`src/rtl/cordic_rot_iter.sv`:
```
// cordic_rot_iter: iterative CORDIC rotation engine. A single shared shift/add
// datapath rotates one (x, y) vector by the binary angle z per transaction.
// The angle is 2^15 = pi and wraps modulo 2^16. The result is rounded and
// saturated to 12-bit re/im samples.
// Optional macro CORDIC_GAIN_COMP_EN adds a registered multiply by 1/K in Q15
// before the output stage. This removes the CORDIC gain and adds one cycle of
// latency.
module cordic_rot_iter #(
    parameter int ITER      = 14,
    parameter int GUARD     = 2,
    parameter int OUT_SHIFT = 4
) (
    input  logic               clk,
    input  logic               rst,
    input  logic               rot_valid,
    output logic               ready_o,
    input  logic signed [15:0] ROT_x_i,
    input  logic signed [15:0] ROT_y_i,
    input  logic signed [15:0] ROT_z_i,
    output logic signed [11:0] x_re_out,
    output logic signed [11:0] x_im_out,
    output logic               valid_o
);

    localparam int W  = 16 + GUARD;
    localparam int CW = (ITER > 1) ? $clog2(ITER) : 1;

    localparam logic [CW-1:0]      LAST_I  = CW'(ITER - 1);
    localparam logic signed [15:0] QUAD    = 16'sd16384;
    localparam logic signed [W:0]  RND     = (W+1)'(1 << (OUT_SHIFT - 1));
    localparam logic signed [W:0]  SAT_MAX = (W+1)'(2047);
    localparam logic signed [W:0]  SAT_MIN = (W+1)'(-2048);

    // arctan(2^-i) in binary angle units
    localparam logic signed [15:0] ATAN_ROM [14] = '{
        16'sd8192, 16'sd4836, 16'sd2555, 16'sd1297, 16'sd651, 16'sd326, 16'sd163,
        16'sd81,   16'sd41,   16'sd20,   16'sd10,   16'sd5,   16'sd3,   16'sd1
    };

`ifdef CORDIC_GAIN_COMP_EN
    // 1/K in Q15
    localparam logic signed [15:0] GAIN_Q15 = 16'sd19898;
`endif

    typedef enum logic [2:0] {
        S_IDLE,
        S_PRE,
        S_ITER,
        S_MUL,
        S_POST
    } state_t;

    state_t              state_q, state_d;
    logic                ready_q, ready_d;
    logic                valid_q, valid_d;
    logic signed [W-1:0] x_q, x_d;
    logic signed [W-1:0] y_q, y_d;
    logic signed [15:0]  z_q, z_d;
    logic [CW-1:0]       i_q, i_d;
    logic signed [11:0]  re_q, re_d;
    logic signed [11:0]  im_q, im_d;

    logic                accept;
    logic                fold;
    logic signed [W-1:0] x_sh, y_sh;
    logic signed [15:0]  atan_i;
`ifdef CORDIC_GAIN_COMP_EN
    logic signed [W+15:0] x_prod, y_prod;
`endif

    // Only the first ITER arctan entries are reachable by the counter.
    logic signed [15:0] atan_tbl [ITER];
    genvar gi;
    generate
        for (gi = 0; gi < ITER; gi++) begin : g_atan
            assign atan_tbl[gi] = ATAN_ROM[gi];
        end
    endgenerate

    // Round half up at the output LSB, then clamp to the 12-bit signed range.
    function automatic logic signed [11:0] round_sat(input logic signed [W-1:0] v);
        logic signed [W:0] r;
        r = {v[W-1], v} + RND;
        r = r >>> OUT_SHIFT;
        if (r > SAT_MAX) begin
            return 12'sh7FF;
        end else if (r < SAT_MIN) begin
            return 12'sh800;
        end
        return r[11:0];
    endfunction

    // Next-state and datapath update for the fold / iterate / output sequence.
    always_comb begin
        state_d = state_q;
        ready_d = ready_q;
        valid_d = 1'b0;
        x_d     = x_q;
        y_d     = y_q;
        z_d     = z_q;
        i_d     = i_q;
        re_d    = re_q;
        im_d    = im_q;

        accept = rot_valid && ready_q;
        fold   = (z_q > QUAD) || (z_q < -QUAD);
        x_sh   = x_q >>> i_q;
        y_sh   = y_q >>> i_q;
        atan_i = atan_tbl[i_q];
`ifdef CORDIC_GAIN_COMP_EN
        x_prod = x_q * GAIN_Q15;
        y_prod = y_q * GAIN_Q15;
`endif

        case (state_q)
            S_IDLE: begin
                if (accept) begin
                    x_d     = {{GUARD{ROT_x_i[15]}}, ROT_x_i};
                    y_d     = {{GUARD{ROT_y_i[15]}}, ROT_y_i};
                    z_d     = ROT_z_i;
                    ready_d = 1'b0;
                    state_d = S_PRE;
                end
            end

            S_PRE: begin
                // Angles beyond +/-pi/2 are rotated by pi first.
                // Negating the vector is exact; adding pi wraps in 16 bits.
                if (fold) begin
                    x_d = -x_q;
                    y_d = -y_q;
                    z_d = z_q + 16'sh8000;
                end
                i_d     = '0;
                state_d = S_ITER;
            end

            S_ITER: begin
                if (!z_q[15]) begin
                    x_d = x_q - y_sh;
                    y_d = y_q + x_sh;
                    z_d = z_q - atan_i;
                end else begin
                    x_d = x_q + y_sh;
                    y_d = y_q - x_sh;
                    z_d = z_q + atan_i;
                end
                i_d = i_q + 1'b1;
                if (i_q == LAST_I) begin
`ifdef CORDIC_GAIN_COMP_EN
                    state_d = S_MUL;
`else
                    // The output cycle can already take the next sample.
                    ready_d = 1'b1;
                    state_d = S_POST;
`endif
                end
            end

`ifdef CORDIC_GAIN_COMP_EN
            S_MUL: begin
                // The scaled value is smaller than the input, so it fits in W bits.
                x_d     = x_prod[W+14:15];
                y_d     = y_prod[W+14:15];
                ready_d = 1'b1;
                state_d = S_POST;
            end
`endif

            S_POST: begin
                re_d    = round_sat(x_q);
                im_d    = round_sat(y_q);
                valid_d = 1'b1;
                // An accept here overlaps the output strobe with the next load.
                if (accept) begin
                    x_d     = {{GUARD{ROT_x_i[15]}}, ROT_x_i};
                    y_d     = {{GUARD{ROT_y_i[15]}}, ROT_y_i};
                    z_d     = ROT_z_i;
                    ready_d = 1'b0;
                    state_d = S_PRE;
                end else begin
                    ready_d = 1'b1;
                    state_d = S_IDLE;
                end
            end

            default: begin
                ready_d = 1'b1;
                state_d = S_IDLE;
            end
        endcase
    end

    // State, datapath and output registers. Reset aborts any transaction in flight.
    always_ff @(posedge clk) begin
        if (rst) begin
            state_q <= S_IDLE;
            ready_q <= 1'b1;
            valid_q <= 1'b0;
            x_q     <= '0;
            y_q     <= '0;
            z_q     <= '0;
            i_q     <= '0;
            re_q    <= '0;
            im_q    <= '0;
        end else begin
            state_q <= state_d;
            ready_q <= ready_d;
            valid_q <= valid_d;
            x_q     <= x_d;
            y_q     <= y_d;
            z_q     <= z_d;
            i_q     <= i_d;
            re_q    <= re_d;
            im_q    <= im_d;
        end
    end

    assign ready_o  = ready_q;
    assign valid_o  = valid_q;
    assign x_re_out = re_q;
    assign x_im_out = im_q;

endmodule

```
`config.mk`:
```
export PLATFORM = sky130hd
export DESIGN_NAME = cordic_rot_iter
export DESIGN_NICKNAME = d
export VERILOG_FILES = /design/src/rtl/cordic_rot_iter.sv
export SDC_FILE = /design/constraint.sdc
export NUM_CORES = 1
export LEC_CHECK = 0
export ABC_AREA = 1
export BUFFER_PORTS_ARGS = -buffer_cell sky130_fd_sc_hd__buf_2
export CAP_MARGIN = 0
export CORE_MARGIN = 10
export CORE_UTILIZATION = 43
export CTS_CLUSTER_DIAMETER = 80
export DETAILED_ROUTE_END_ITERATION = 6
export HOLD_SLACK_MARGIN = 0.02
export SYNTH_ARGS = -nofsm -noshare
export SYNTH_HDL_FRONTEND = slang
export SYNTH_SLANG_ARGS = --single-unit
```
`constraint.sdc`:
```
create_clock -name clk -period 5.87 [get_ports clk]
set_input_delay 0.2935 -clock clk [delete_from_list [all_inputs] [get_ports clk]]
set_output_delay 0.2935 -clock clk [all_outputs]
set_load 0.02 [all_outputs]
```
==> run metrics <==
status=completed; area delta synth->final=8.09%; critical path startpoint category=flip-flop; Post-synth EDFFs=0; VDD IR max=0.242 mV; number of max-cap violations=0; top cells by area, synth=dfxtp_1, nand2_1, nand3_1; Pwr Total=7.30 mW; DP HPWL=26,600 um; Worst Path Required=6.10 ns; power per cell area=675 nW/um^2; Ys Warns=0; Critical Path End Type=flip-flop; P_leak=5.35 nW; RD Place Congestion=0.944; Nets=1,833; cell with the most instances after synthesis=nand2_1; Vias=11,300; initial DRC count=876; top-area cell type share of the netlist area=17.0%; Starting Density=43.9%; sequential share of the synthesized area=17.0%; Post-CTS Setup Bufs=0; clock slew at reported path FFs=0.08 ns; min-delay src=ROT_z_i[14]; DRT Wirelength=35,300 um; unrepaired setup endpoints after global routing=false; mean post-synth cell area=5.90 um^2; Post-Syn Instances=1,695; hold-critical path depth=3; cell area after synthesis=10000 um^2; Die Footprint=29,700 um^2; 1st-pass router iterations=5; first-pass GRT wire length=56,300 um; top cells by count, synth=nand2_1, nand3_1, inv_1; Reg2Reg Launch Point=i_q[1]; final hold vios=0; Die Width=172 um; number of CTS-inserted buffers=9; IO Pins=77; initial antenna violation count=1; CP Class=flip-flop to flip-flop; post-cts gate resize count=0; Core ar.=22,800 um^2; vias per inst=5.58; gr ovfl total=0; H-tree lvl count=3; DRT antenna net count=0; Synth Register Bits=85; Tightest Pin Transition=0.985 ns; share of cells above drive strength 1=9.77%; placed insts=2,017; FF-to-FF End=z_q[15]; Final setup viols=0; Ant. Diodes=0; Arrival @ worst endpoint=4.85 ns; TritonCTS Sinks=85; Tmin final=4.61 ns; Post-CTS Hold Buffers=0; Post-route DRC=0; WL per Instance=17.3 um; synth unique cells=52; Die Y=172 um; asr flop ratio synth=0%; fmax=217 MHz; r2r setup slk=1.26 ns; Final period util=78.6%; vias in the first global route=10,600; TritonCTS clock tree=done; cell row count=55; Worst slew margin=34.2%; CTS root buf=clkbuf_16; TNS Setup=0 ns; clock skew=0.0113 ns; Util after Layout=47.4%; port bufs=76; Max Slew Vio Count=0; largest net degree at the start of global routing=48; biggest area consumer among synthesized cells=dfxtp_1; CP Max Fanout=31; ys flop type=dfxtp_1; Hold Path Class=input pin to flip-flop; Min Hold Slack=0.198 ns; total track usage=23.9%; clk buf depth=2; Min-Delay Endpoint=z_q[14]; Net Count, Synth=1,813; Post-Layout Cell Count=2,033; Worst-Skew Late Latency=0.37 ns; R2R depth=26
[cell type report]
type                       instances  area, um^2
timing repair buffer              90         485
tap                              313         392
sequential                        85        1700
inverter                         182         683
clock buffer                      10         229
clock inverter                     6        93.8
fill                            2489       12000
multi-input combinational       1347        7220
[through the flow]
step           cell area (um^2)  worst slack [ns]
5_1_grt                   10800             0.711
3_3_place_gp              10500              1.41
2_1_floorplan             10000              2.28
4_1_cts                   10800              1.33
6_report                  10800              1.26
3_5_place_dp              10500              1.35
[critical path: stages, from the launching register on]
cell	delay, ns
dfxtp_1	0.31
buf_4	0.31
inv_2	0.32
ha_1	0.39
inv_1	0.05
nor2_1	0.13
o22ai_1	0.12
inv_1	0.12
ha_1	0.14
inv_1	0.05
nor3_1	0.35
nand3_1	0.20
inv_1	0.11
nand2_1	0.05
a21oi_1	0.13
a21oi_1	0.06
ha_1	0.37
nand2_1	0.09
nor2_1	0.21
nand3_1	0.16
nand2_1	0.16
nand2_1	0.07
nand2_1	0.06
a21oi_1	0.07
or2_2	0.29
nand3_1	0.07
a21oi_1	0.06
[where the power goes]
part,leakage (nW),switching (mW),internal (mW)
Clock,0.154,0.302,0.379
Combinational,4.50,3.65,1.88
Sequential,0.698,0.343,0.738
[per-layer routing]
layer | global-route usage (%) | up-vias | routed length [um]
met5 | 0 | - | 13
li1 | - | 5734 | -
met1 | 32.4 | 5157 | 16000
met2 | 38.4 | 394 | 15800
met4 | 6.71 | 2 | 734
met3 | 3.51 | 50 | 2760
[cells by family after synthesis]
kind of cell | synth area share [%]
AND/OR/NAND/NOR | 34.3
XOR/XNOR | 5.70
flip-flops | 17.0
AO/OA/AOI/OAI | 23.5
buffers and inverters | 10.9
adder cells (fa/ha/maj) | 8.61
[how the worst max path moves through the flow]
stage               slack (ns)   start      end
CTS                       1.33  i_q[1]  z_q[15]
finish                    1.26  i_q[1]  z_q[15]
detailed placement        1.35  i_q[1]  z_q[15]
floorplan                 2.28  i_q[1]  z_q[15]
global route              0.71  i_q[1]  y_q[14]
global placement          1.41  i_q[1]  z_q[15]
[cell usage in the layout (no fill, tap or decap), drive strengths merged, types with 2 or more instances in the layout]
cell type    n
nand2      418
nand3      195
inv        181
a21oi      179
o21ai      173
nor2       121
buf         90
dfxtp       85
ha          64
xor2        55
nor3        18
nand4       17
a31oi       16
or2         14
a211oi      13
xnor2       10
clkbuf      10
o211ai       9
a21o         8
nand3b       5
o31ai        5
clkinv       4
o22ai        3
a221oi       3
fa           3
o21a         2
a22oi        2
a31o         2
o311ai       2
o32ai        2
o221ai       2
bufinv       2
[sequential cells by signal, indices dropped and copies added (netlist names), named ones only]
register / flops
z_q: 16
state_q: 3
ready_o: 1
x_q: 17
i_q: 4
x_re_out: 12
y_q: 17
x_im_out: 12
valid_o: 1
Note: power is estimated with default switching activity, not from simulation.
